`src/rtl/collect_window_counter.sv`:
```
// rtl/collect_window_counter.sv - per-frame event counter gated by collect_enable, valid/ack readout
// Optional event dead time: define COLLECT_DEADTIME_EN.
module collect_window_counter #(
   parameter int CNT_W       = 16,
   parameter int WIN_W       = 24,
   parameter int MAX_WIN     = 5000000,
   parameter int DEAD_CYCLES = 8
) (
   input  logic             clk50,
   input  logic             rst_n,
   input  logic             frame_start,
   input  logic             collect_enable,
   input  logic             event_in,
   input  logic             rd_ack,
   output logic [CNT_W-1:0] count_data,
   output logic [7:0]       frame_id,
   output logic             overflow,
   output logic             data_valid,
   output logic [1:0]       state_o
);

   typedef enum logic [1:0] {
      IDLE    = 2'd0,
      ARMED   = 2'd1,
      COLLECT = 2'd2,
      HOLD    = 2'd3
   } state_t;

   state_t           state_q, state_d;
   logic [CNT_W-1:0] acc_q, acc_d;
   logic [WIN_W-1:0] win_q, win_d;
   logic             ovf_int_q, ovf_int_d;
   logic             pend_q, pend_d;
   logic [CNT_W-1:0] count_q, count_d;
   logic [7:0]       fid_q, fid_d;
   logic             ovf_q, ovf_d;
   logic             dv_q, dv_d;
   logic             ev_meta_q, ev_sync_q, ev_prev_q;
   logic             event_pulse;
   logic             count_en;
   logic             close_win;

   assign event_pulse = ev_sync_q & ~ev_prev_q;

`ifdef COLLECT_DEADTIME_EN
   localparam int DW = $clog2(DEAD_CYCLES + 1);
   logic [DW-1:0] dead_q, dead_d;
   assign count_en = event_pulse && (dead_q == '0);
`else
   assign count_en = event_pulse;
`endif

   assign close_win = !collect_enable || (win_q == WIN_W'(MAX_WIN - 1)) || frame_start;

   always_comb begin
      state_d   = state_q;
      acc_d     = acc_q;
      win_d     = win_q;
      ovf_int_d = ovf_int_q;
      pend_d    = pend_q;
      count_d   = count_q;
      fid_d     = fid_q;
      ovf_d     = ovf_q;
      dv_d      = dv_q;
`ifdef COLLECT_DEADTIME_EN
      dead_d    = dead_q;
`endif
      case (state_q)
         IDLE: begin
            if (frame_start) state_d = ARMED;
         end
         ARMED: begin
            if (collect_enable) begin
               state_d   = COLLECT;
               acc_d     = '0;
               win_d     = '0;
               ovf_int_d = 1'b0;
`ifdef COLLECT_DEADTIME_EN
               dead_d    = '0;
`endif
            end
         end
         COLLECT: begin
            win_d = win_q + WIN_W'(1);
            if (count_en) begin
               if (acc_q == {CNT_W{1'b1}}) ovf_int_d = 1'b1;
               else                        acc_d = acc_q + CNT_W'(1);
            end
`ifdef COLLECT_DEADTIME_EN
            if (count_en)            dead_d = DW'(DEAD_CYCLES);
            else if (dead_q != '0)   dead_d = dead_q - DW'(1);
`endif
            // The close cycle still counts its pulse, so latch the updated values.
            if (close_win) begin
               count_d = acc_d;
               ovf_d   = ovf_int_d;
               fid_d   = fid_q + 8'd1;
               dv_d    = 1'b1;
               pend_d  = frame_start;
               state_d = HOLD;
            end
         end
         HOLD: begin
            if (frame_start) pend_d = 1'b1;
            if (rd_ack) begin
               dv_d    = 1'b0;
               pend_d  = 1'b0;
               state_d = (pend_q || frame_start) ? ARMED : IDLE;
            end
         end
         default: state_d = IDLE;
      endcase
   end

   always_ff @(posedge clk50 or negedge rst_n) begin
      if (!rst_n) begin
         state_q   <= IDLE;
         acc_q     <= '0;
         win_q     <= '0;
         ovf_int_q <= 1'b0;
         pend_q    <= 1'b0;
         count_q   <= '0;
         fid_q     <= '0;
         ovf_q     <= 1'b0;
         dv_q      <= 1'b0;
         ev_meta_q <= 1'b0;
         ev_sync_q <= 1'b0;
         ev_prev_q <= 1'b0;
`ifdef COLLECT_DEADTIME_EN
         dead_q    <= '0;
`endif
      end else begin
         state_q   <= state_d;
         acc_q     <= acc_d;
         win_q     <= win_d;
         ovf_int_q <= ovf_int_d;
         pend_q    <= pend_d;
         count_q   <= count_d;
         fid_q     <= fid_d;
         ovf_q     <= ovf_d;
         dv_q      <= dv_d;
         ev_meta_q <= event_in;
         ev_sync_q <= ev_meta_q;
         ev_prev_q <= ev_sync_q;
`ifdef COLLECT_DEADTIME_EN
         dead_q    <= dead_d;
`endif
      end
   end

   assign count_data = count_q;
   assign frame_id   = fid_q;
   assign overflow   = ovf_q;
   assign data_valid = dv_q;
   assign state_o    = state_q;

endmodule

```
`config.mk`:
```
export PLATFORM = sky130hd
export DESIGN_NAME = collect_window_counter
export DESIGN_NICKNAME = d
export VERILOG_FILES = /design/src/rtl/collect_window_counter.sv
export SDC_FILE = /design/constraint.sdc
export NUM_CORES = 1
export LEC_CHECK = 0
export BUFFER_PORTS_ARGS = -buffer_cell sky130_fd_sc_hd__buf_2
export CAP_MARGIN = 10
export CORE_ASPECT_RATIO = 0.75
export CORE_UTILIZATION = 54
export CTS_CLUSTER_SIZE = 24
export DETAILED_ROUTE_END_ITERATION = 16
export HOLD_SLACK_MARGIN = 0.06
export PLACE_DENSITY = 0.76
export SYNTH_ARGS = -nofsm -noshare
export SYNTH_HDL_FRONTEND = slang
export SYNTH_SLANG_ARGS = --single-unit
```
`constraint.sdc`:
```
create_clock -name clk50 -period 1.9 [get_ports clk50]
set_input_delay 0.095 -clock clk50 [delete_from_list [all_inputs] [get_ports clk50]]
set_output_delay 0.095 -clock clk50 [all_outputs]
set_load 0.1 [all_outputs]
```
==> Word-level counts from Yosys, hierarchy flattened <==
Cells that the tools add are included.
{ "totals": {"regBits": 73, "output_inout_bits": 28} }
{ "op_classes": {"n_eq_ne": 10, "mux": 23, "n_bitwise": 2, "n_reduce_logical": 12, "add_sub_neg": 3} }
{ "ops": {"columns": ["cell", "n"], "rows": [
  ["$mux 16", 3],
  ["$pmux 24 s2", 1],
  ["$pmux 16 s2", 1],
  ["$add 24x1->24 const B", 1],
  ["$eq 24x23->1 const B", 1],
  ["$mux 24", 1],
  ["$add 16x1->16 const B", 1],
  ["$eq 16x16->1 const B", 1],
  ["$mux 1", 9],
  ["$add 8x1->8 const B", 1],
  ["$mux 2", 4],
  ["$ne 2x2->1 const B", 4],
  ["$pmux 2 s4", 1],
  ["$pmux 1 s2", 3],
  ["$reduce_and 3->1", 2],
  ["$eq 2x2->1 const B", 2],
  ["$reduce_and 2->1", 2],
  ["$reduce_and 4->1", 1],
  ["$reduce_bool 2->1", 2],
  ["$logic_or 1x1->1", 3],
  ["$ne 3x3->1 const B", 1],
  ["$eq 2x1->1 const B", 1],
  ["$logic_not 2->1", 1],
  ["$and 1x1->1", 1],
  ["2 further kinds", 2]
]} }

==> Logic depth before layout (Yosys ltp) <==
Gate-level depths: netlist of run 1.
{ "logic_depth": {"ltp_word": 5, "depth_mapped": 9} }

==> Worst setup path before layout of run 1 <==
Ideal clock, no wire load.
{ "synth_path": {"path_kind": "reg-to-reg", "startpoint": "reg state_q[0] (netlist: state_o[0])", "endpoint": "reg win_q[9]", "period_less_slack_ns": 2.673, "path_stages_with_launch": 10, "t_required_ns": 1.767, "slack_ns": -0.773, "t_arrival_ns": 2.540, "cell_sequence": "dfrtp_1 inv_1 ha_1 buf_2 mux2i_1 clkbuf_1 nor3_1 and3_1 xnor2_1 nor2_1"} }
{ "synth_via": {"elab_chain_len": 3, "word_cells_on_any_way": 6, "cone_classes": "eq/ne (3); mux (1); reduce/logical (2)"} }
{ "synth_rtl": {"columns": ["element", "line_no", "rtl"], "rows": [
  ["start, declared", "29", "state_t state_q, state_d;"],
  ["start signal, assigned", "133", "state_q <= state_d;"],
  ["$eq 2x1->1 or $eq 2x2->1 (tied branches)", "68", "case (state_q)"],
  ["$ne 2x2->1 (no source line) or $reduce_bool 2->1 (tied branches)", null, null],
  ["$reduce_and 2->1 (no source line)", null, null],
  ["end signal, assigned", "135", "win_q <= win_d;"],
  ["end, declared", "31", "logic [WIN_W-1:0] win_q, win_d;"]
]} }
Parallel ways exist; a longest one is shown, timed or not.
A chain may end at the register's enable or synchronous reset.

==> Worst setup path in the final report of run 1 <==
{ "layout_path": {"startpoint": "reg win_q[1]", "endpoint": "reg fid_q[4] (netlist: frame_id[4])"} }
{ "layout_via": {"elab_chain_len": 4} }
{ "layout_rtl": {"columns": ["element", "line_no", "rtl"], "rows": [
  ["$eq 24x23->1", "53", "assign close_win = !collect_enable || (win_q == WIN_W'(MAX_WIN - 1)) || frame_start;"],
  ["$logic_or 1x1->1 (2 in a row)", "53", null],
  ["$reduce_and 2->1 (no source line)", null, null],
  ["end signal, assigned", "139", "fid_q <= fid_d;"],
  ["end, declared", "35", "logic [7:0] fid_q, fid_d;"]
]} }
Every way passes these cells.

==> metrics, run 1 <==
Hold Vio Cnt, Final=0; Worst slew margin=65.9%; R2R Setup Slk=-0.09 ns; fin. max-slew vios=0; area grow syn2layout=34.9%; Max rail drop VDD=between 1 and 1.5 mV; CTS Buffer Depth=2; final cell utilization of the core=76.1%; clock transition at the registers of the reported paths=0.08 ns; Skew-Pair Late Insertion Delay=0.36 ns; Yosys warning total=0; Yosys cell types=55; Ports=34; Final ANT Viol Nets=0; n_diodes=0; Async S/R FF share, synth=100%; Die Width=about 100 um; DR WL/cell=16.7 um; Peak Freq=approximately 500 MHz; CP max stage delay=approximately 0.52 ns; Crit path arrival time=2.24 ns; number of fill cells=between 400 and 500; Top delay family on crit path=simple AND/OR/NAND/NOR gates; top cells by area, synth=dfrtp_1 (47%), o21ai_0 (4.5%), nand2_1 (4.1%); crit path time final=1.99 ns; unrepaired setup endpoints after global routing=true; Req. time, crit path=2.15 ns; GRT overflow=0; row cnt=26; vias per std cell=5.88; CP Max Fanout=10; RD Place Congestion=around 0.89; hold crit path type=primary input to register; Worst Tran Pin Value=a little over 0.5 ns; total power=~6.4 mW; final worst slack=-0.0862 ns; CP Capture Type=register; DRT Wirelength=10200 um; post-synth top area share=between 40 and 50%; failing checks=negative setup slack; syn nets=414; Total GRT Usage=between 20% and 30%; Seq/Total Area, Yosys=47.2%; maxcap violations=0; via count=3590; chip height=approximately 75 um; core area=6860 um^2; CTS tree=done; Critical Path Source Type=register; synthesized area per cell=9.67 um^2; DP Cell Count=583; vias in the first global route=~3300; Root Buffer=clkbuf_8; crit-path cells=ha_2 -> nand3_2 -> or4_4 -> buf_6 -> o21ai_4 -> buf_12 -> nand4_4 -> xnor2_2; Post-Syn Area=around 3900 um^2; main flop type after synthesis=dfrtp_1; layout cells sized above 1=35.5%; FF+latch count, synth=73; H-tree Lvls=3; drt drc=0; worst path bufs/invs=2; Iter 0 DRT Violations=330; final worst-path cycle share=105%; Cell Pwr Density=1230 nW/um^2; Initial Util=56.4%; type of the worst setup path=register to register; pin count of the biggest net entering global routing=74; Final setup violation count=16; CP max-delay cell=or4_4; initial antenna violation count=0; leakage power=2.40 nW; Die ar.=7510 um^2; Layout Skew=0.0139 ns; leading area contributor after synthesis=dfrtp_1; global-route wire length before repair=15500 um; Non-Filler Instances=611; CTS Sinks=73; outcome=finished with violations; Final #Nets=approximately 520; hpwl dp=6650 um; IO buf count=33; drt pass-1 iters=5; number of synthesized flops with an enable pin=0; Syn Inst Count=400; CTS Buf Count=9
==> cells by family (layout without fill, tap and decap cells) <==
group           Yosys count  after routing  synth area share [%]
simple gates            159            161                  22.4
compound gates           92             92                  15.1
flops                    73             73                  47.2
xor+xnor                 31             31                  7.21
buf+inv                  31            142                  3.85
fa+ha+maj                 8              8                  2.59
mux                       6              6                  1.58
==> per-stage QoR <==
| stage | instance area (um^2) | TNS, ns | hold WS [ns] | setup WS [ns] |
|---|---|---|---|---|
| 3_5_place_dp | 4710 | -2.40 | 0.157 | -0.156 |
| 5_1_grt | 5220 | -2.14 | 0.161 | -0.151 |
| 2_1_floorplan | 3970 | -0.764 | -0.201 | -0.0414 |
| 6_report | 5220 | -0.405 | 0.117 | -0.0862 |
| 3_3_place_gp | 4710 | -1.23 | 0.152 | -0.0773 |
| 4_1_cts | 5020 | -0.284 | 0.116 | -0.0717 |
==> final timing paths <==
kind / start / end / cells past startpoint
hold / removal: frame_start / pend_q / 3
hold reg to reg: ev_meta_q / ev_sync_q / 0
setup / recovery: win_q[1] / frame_id[4] / 8
setup reg to reg: win_q[1] / frame_id[4] / 8
max in group asynchronous: rst_n / state_o[1] / 3
min in group asynchronous: rst_n / frame_id[4] / 3
==> final cells by class <==
cell class	count	area, um^2	share of cell area [%]
Timing Repair Buffer	115	886	17.0
Sequential cell	73	1840	35.2
Clock inverter	6	90.1	1.73
Clock buffer	10	128	2.44
Tap cell	98	123	2.35
Multi-Input combinational cell	298	2110	40.5
Inverter	11	46.3	0.887
==> registers in the layout, indices dropped and copies added (netlist names) <==
| signal | cells |
|---|---|
| ovf_int_q | 1 |
| acc_q | 16 |
| ev_sync_q | 1 |
| overflow | 1 |
| count_data | 16 |
| win_q | 24 |
| state_o | 2 |
| ev_prev_q | 1 |
| ev_meta_q | 1 |
| data_valid | 1 |
| frame_id | 8 |
| pend_q | 1 |
==> routing by layer <==
layer,global-route usage [%],part of all wire (%)
met5,0,0
met4,10.5,2.4
met3,6.61,7.3
met2,44.8,46
met1,35.3,44
==> worst register-to-register path: stages, from the launching register on <==
cell	delay (ns)
dfrtp_1	0.37
ha_2	0.20
nand3_2	0.08
or4_4	0.52
buf_6	0.14
o21ai_4	0.15
buf_12	0.16
nand4_4	0.11
xnor2_2	0.15
==> where the power goes <==
part           switching [mW]  leakage, nW  internal (mW)
registers               0.216        0.974           1.76
clock network           0.623        0.107          0.744
logic                    2.04         1.32           1.05
total                    2.88         2.40           3.55
==> cells in the mapped netlist, types with 3 or more instances <==
library cell / number
or4_1: 3
nand3_1: 20
o21ai_0: 35
buf_6: 3
nor3_1: 7
a21o_1: 6
nand4b_1: 3
and3_1: 10
nor2b_1: 4
or3_1: 3
o21ai_1: 3
clkbuf_1: 10
buf_2: 4
nand2b_1: 5
xnor2_1: 16
xor2_1: 14
nor2_1: 31
nand4_1: 14
o31ai_1: 4
dfrtp_1: 73
inv_1: 11
nand2_1: 42
mux2i_1: 5
ha_1: 8
a22o_1: 8
a21oi_1: 14
a31oi_1: 6
==> layout by cell type, fill, tap and decap left out, drive strengths merged, types with 11 or more instances in the layout <==
cell	n
buf	111
dfrtp	73
nand2	42
o21ai	38
nor2	31
nand3	21
nand4	17
xnor2	17
xor2	14
a21oi	14
inv	12
and3	11
clkbuf	11
==> timing repair <==
item                       4_1_cts  5_1_grt
setup endpoints to repair       37       44
hold endpoints to repair        75        0
resized for setup               14       39
pin swaps                        1        8
hold buffers                     3        0
gates cloned                     0        3
buffers inserted                 1        5
Power figures use the tool's default switching activity.
==> run 2, diff against run 1 <==
Settings changed: CORE_UTILIZATION 54 to 55, PLACE_DENSITY 0.76 to 0.74.
Clock period 1.9 ns to 2.3 ns, I/O delays scaled along.
==> metrics, run 2 (same netlist as run 1, synthesis figures left out) <==
CP Capture Type=register; core area=6800 um^2 (-0.95%); CP max-delay cell=or4_4; CTS tree=done; final worst-path cycle share=94.8% (-9.7 points); Final ANT Viol Nets=0 (unchanged); Clock power frac=21.6% (+0.4 points); Worst Tran Pin Value=0.638 ns (+0.127 ns); Iter 0 DRT Violations=159 (-52%); P_int=2.49 mW (-30%); vias in the first global route=2714 (-18%); unrepaired setup endpoints after global routing=false; worst r2r path cells=6 (-2); WHS Path Cells=3 (unchanged); drt pass-1 iters=4 (-1); chip height=74.6 um (-0.89%); IO buf count=33 (unchanged); Worst slew margin=57.4% (-8.5 points); combinational power share=42.7% (-5.3 points); CP Max Fanout=11 (+1); DRT Wirelength=8030 um (-22%); Req. time, crit path=2.59 ns (+0.44 ns); DP Cell Count=511 (-12%); setup TNS=0 ns (+0.405 ns); Hold Vio Cnt, Final=0 (unchanged); commonest non-fill, non-tap cell in the layout=dfrtp_1; CP max stage delay=0.66 ns (+0.14 ns); Top delay family on crit path=simple AND/OR/NAND/NOR gates; hold crit path type=primary input to register; Skew-Pair Late Insertion Delay=0.34 ns (-0.02 ns); Layout Skew=0.00943 ns (-0.00448 ns); number of fill cells=540 (+20%); leakage power=1.97 nW (-18%); n_diodes=0 (unchanged); Net Sw Power=2.12 mW (-26%); row cnt=26 (unchanged); most frequent cells in the layout=dfrtp_1 (71), nand2_1 (42), o21ai_0 (35); H-tree Lvls=3 (unchanged); Final setup violation count=0 (-16); crit path time final=2.18 ns (+0.194 ns); outcome=finished clean; DR WL/cell=15.2 um (-9.5%); max FFs per register=24 (unchanged); pin count of the biggest net entering global routing=52 (-30%); Die Width=98.9 um (-0.89%); Critical Path Source Type=register; via count=3058 (-15%); worst path bufs/invs=0 (-2); hpwl dp=5660 um (-15%); Initial Util=56.9% (+0.54 points); drt drc=0 (unchanged); GRT overflow=0 (unchanged); initial antenna violation count=0 (unchanged); fin. max-slew vios=0 (unchanged); postcts setup bufs=0 (-1); CTS Buf Count=9 (unchanged); CTS Sinks=73 (unchanged); area grow syn2layout=14.6%; Sequential Power Share=35.6% (+4.9 points); type of the worst setup path=register to register; Final #Nets=455 (-13%); Die ar.=7380 um^2 (-1.8%); Max rail drop VDD=0.908 mV (-38%); Sw Ratio=45.9% (+1.2 points); WP depth=6 (-2); layout cells sized above 1=18.4% (-17 points); Cell Pwr Density=1040 nW/um^2 (-16%); Largest Register=win_q; Non-Filler Instances=530 (-13%); Total GRT Usage=23.3% (-3.8 points); clock transition at the registers of the reported paths=0.07 ns (about the same); global-route wire length before repair=13300 um (-14%); Crit path arrival time=2.47 ns (+0.23 ns); crit-path cells=ha_1 -> nand3_1 -> or4_4 -> and2_4 -> a311oi_2 -> a21o_1; RD Place Congestion=0.887 (+0.12%); Ports=34 (unchanged); CTS Buffer Depth=2 (unchanged); Root Buffer=clkbuf_8; vias per std cell=5.77 (-1.8%); Peak Freq=459 MHz (-8.9%); maxcap violations=0 (unchanged)
## run 2: power groups by stage
stage / sequential [mW] / combinational [mW] / clock, mW
2_1_floorplan: 2.37 / 0.774 / 0
3_3_place_gp: 1.65 / 1.93 / 0
3_5_place_dp: 1.66 / 1.96 / 0
4_1_cts: 1.64 / 1.97 / 1.02
5_1_grt: 1.67 / 2.11 / 1.07
6_report: 1.64 / 1.97 / 0.997
## run 2: path summary, 6_finish.rpt
path / from / endpoint / slack (ns)
max in group asynchronous: rst_n / acc_q[3] / 1.36
max: acc_q[0] / count_data[8] / 0.12
min reg2reg: ev_meta_q / ev_sync_q / 0.35
max reg2reg: acc_q[0] / count_data[8] / 0.12
min in group asynchronous: rst_n / win_q[14] / 0.29
min: frame_start / pend_q / 0.18
## run 2: what timing repair did
item | CTS | global route
hold buffers | 3 | 0
hold endpoints to repair | 24 | 0
setup endpoints to repair | 0 | 4
gates resized for setup | 0 | 3
## run 2: through the flow
| step | hold WS (ns) | power [mW] | cell area (um^2) | util, % | setup WS (ns) |
|---|---|---|---|---|---|
| after floorplan | -0.181 | 3.14 | 3880 | - | 0.0168 |
| after global placement | 0.134 | 3.58 | 4200 | 61.7 | 0.168 |
| after detailed placement | 0.137 | 3.62 | 4200 | 61.7 | 0.136 |
| after CTS | 0.164 | 4.63 | 4420 | 65.0 | 0.114 |
| after global routing | 0.165 | 4.86 | 4440 | 65.2 | 0.0107 |
| final | 0.182 | 4.61 | 4440 | 65.2 | 0.120 |
## run 2: per-layer routing
| layer | vias up | GRT usage, % | part of all wire (%) |
|---|---|---|---|
| li1 | 1523 | - | - |
| met1 | 1431 | 35.0 | 52 |
| met2 | 100 | 34.4 | 42 |
| met3 | 4 | 5.76 | 5.8 |
| met4 | 0 | 4.64 | 0.47 |
| met5 | - | 0 | 0 |
## run 2: worst register-to-register path, cell delays in order, from the launching register on
cell and delay [ns]:
dfrtp_1 0.44, ha_1 0.21, nand3_1 0.16, or4_4 0.66, and2_4 0.22, a311oi_2 0.31, a21o_1 0.12
## run 2: final cells by class
class	count	area, um^2	share of cell area, %
Multi-Input combinational cell	296	1910	43.0
Sequential cell	73	1830	41.4
Timing Repair Buffer	50	350	7.90
Clock buffer	10	138	3.10
Tap cell	84	105	2.37
Clock inverter	6	57.6	1.30
Inverter	11	41.3	0.931
==> run 3, diff against run 2 <==
Settings changed: BUFFER_PORTS_ARGS -buffer_cell sky130_fd_sc_hd__buf_2 to -buffer_cell sky130_fd_sc_hd__clkbuf_2.
==> metrics, run 3 (same netlist as run 1, synthesis figures left out) <==
Root Buffer=clkbuf_8; Iter 0 DRT Violations=246 (+55%); max FFs per register=24 (unchanged); Net Sw Power=2.15 mW (+1.4%); most frequent cells in the layout=dfrtp_1 (70), nand2_1 (42), o21ai_0 (35); Hold Crit Start=frame_start; P_int=2.39 mW (-4.2%); maxcap violations=0 (unchanged); Reg2Reg Launch Point=win_q[0]; Total GRT Usage=24.5% (+1.2 points); global-route wire length before repair=13900 um (+4.4%); Initial Util=56.9% (unchanged); Final setup violation count=0 (unchanged); Layout Skew=0.0154 ns (+0.00599 ns); H-tree Lvls=3 (unchanged); Cell Pwr Density=1030 nW/um^2 (-0.73%); hold endpoint=pend_q; CP Capture Type=register; DP Worst Slack=0.0754 ns (-0.0608 ns); final worst-path cycle share=95.7% (+0.87 points); initial antenna violation count=0 (unchanged); Worst Tran Pin Value=0.688 ns (+0.0505 ns); hpwl dp=5990 um (+5.8%); commonest non-fill, non-tap cell in the layout=dfrtp_1; CP Max Fanout=32 (+21); clock transition at the registers of the reported paths=0.08 ns (about the same); drt pass-1 iters=4 (unchanged); Hold Vio Cnt, Final=0 (unchanged); Worst slew margin=54.1% (-3.4 points); CTS Buf Count=9 (unchanged); Non-Filler Instances=531 (+0.19%); worst r2r path cells=7 (+1); type of the worst setup path=register to register; vias per std cell=5.89 (+2.1%); hold crit path type=primary input to register; DRT Wirelength=8430 um (+5.0%); number of fill cells=571 (+5.7%); total power=4.54 mW (-1.6%); Final ANT Viol Nets=0 (unchanged); RD Place Congestion=0.889 (+0.15%); Fin Hold WS=0.155 ns (-0.0266 ns); Largest Register=win_q; WHS Path Cells=3 (unchanged); Critical Path Source Type=register; Final #Nets=456 (+0.22%); core area=6800 um^2 (unchanged); IO buf count=33 (unchanged); CTS Sinks=73 (unchanged); leakage power=1.95 nW (-1.3%); area grow syn2layout=13.6%; Peak Freq=455 MHz (-0.91%); CP startpoint=win_q[0]; CP max stage delay=0.57 ns (-0.09 ns); Die ar.=7380 um^2 (unchanged); chip height=74.6 um (unchanged); pin count of the biggest net entering global routing=34 (-35%); drt drc=0 (unchanged); R2R Setup Slk=0.1 ns (-0.02 ns); Req. time, crit path=2.58 ns (about the same); final worst slack=0.0998 ns (-0.0200 ns); n_diodes=0 (unchanged); outcome=finished clean; CTS tree=done; Skew-Pair Late Insertion Delay=0.36 ns (+0.02 ns); DR WL/cell=15.9 um (+4.8%); final cell utilization of the core=64.6% (-0.59 points); row cnt=26 (unchanged); fin. max-slew vios=0 (unchanged); Ports=34 (unchanged); Sw Ratio=47.4% (+1.4 points); layout cells sized above 1=18.8% (+0.41 points); capturing point of the worst reg2reg path=frame_id[7]; GRT overflow=0 (unchanged); Sequential Power Share=36.3% (+0.7 points); Clock power frac=20.7% (-0.9 points); Die Width=98.9 um (unchanged); crit-path cells=ha_1 -> nand3_2 -> or4_4 -> o21a_1 -> buf_12 -> nor3_2 -> xor2_1; via count=3128 (+2.3%); combinational power share=43.1% (+0.4 points); Max rail drop VDD=0.923 mV (+1.7%); crit path time final=2.20 ns (+0.0200 ns); CP max-delay cell=or4_4; vias in the first global route=2857 (+5.3%); DP Cell Count=512 (+0.20%); CTS Buffer Depth=2 (unchanged); Crit path arrival time=2.48 ns (about the same)
-- run 3: cell count changes in the layout (fill, tap and decap cells not counted), sizes merged --
cell,delta
buf,-31
clkinvlp,+1
bufinv,-1
clkinv,-1
clkbuf,+33
-- run 3: per-layer routing --
layer	vias up	GRT usage, %	wire length, um
met1	1508	35.1	4240
li1	1519	-	-
met3	13	6.41	441
met2	88	37.9	3660
met5	-	0	0
met4	0	5.64	86
-- run 3: worst max-delay path, delay by kind of cell (launching register included) --
kind,cells,cell delay (ns)
buffers and inverters,1,0.17
AND/OR/NAND/NOR,3,0.91
adder cells (fa/ha/maj),1,0.25
flip-flops,1,0.40
XOR/XNOR,1,0.15
AO/OA/AOI/OAI,1,0.23
-- run 3: how the worst max path moves through the flow --
| stage | slack, ns | to | cells after the start |
|---|---|---|---|
| 4_1_cts | 0.06 | win_q[15] | 6 |
| 5_1_grt | -0.0007 | win_q[15] | 7 |
| 3_5_place_dp | 0.08 | win_q[19] | 6 |
| 6_report | 0.1 | frame_id[7] | 7 |
| 3_3_place_gp | 0.19 | count_data[8] | 6 |
| 2_1_floorplan | 0.02 | win_q[9] | 9 |
-- run 3: repair_timing --
item	4_1_cts	5_1_grt
hold endpoints to repair	16	0
setup buffers	0	0
endpoints found under the setup margin	0	17
hold buffers	3	0
resized for setup	0	3
-- run 3: stage by stage --
step | area, um^2 | setup TNS (ns)
after floorplan | 3880 | 0
after global placement | 4180 | 0
after detailed placement | 4180 | 0
after CTS | 4390 | 0
after global routing | 4400 | -0.000692
final | 4400 | 0
-- run 3: layout make-up --
cell class	count	area (um^2)	area share (%)
multi-input cells	296	1900	43.2
flip-flops and latches	73	1840	41.8
repair buffers	51	333	7.57
clock buffers	11	151	3.44
well taps	84	105	2.39
inverters	11	41.3	0.939
clock inverters	5	30.0	0.683
-- run 3: power by group through the flow --
stage                     sequential, mW  combinational [mW]  clock, mW
after floorplan                     2.37               0.774          0
after global placement              1.65                1.90          0
after detailed placement            1.67                1.95          0
after CTS                           1.64                1.95      0.947
after global routing                1.67                2.09       1.00
final                               1.65                1.95      0.938
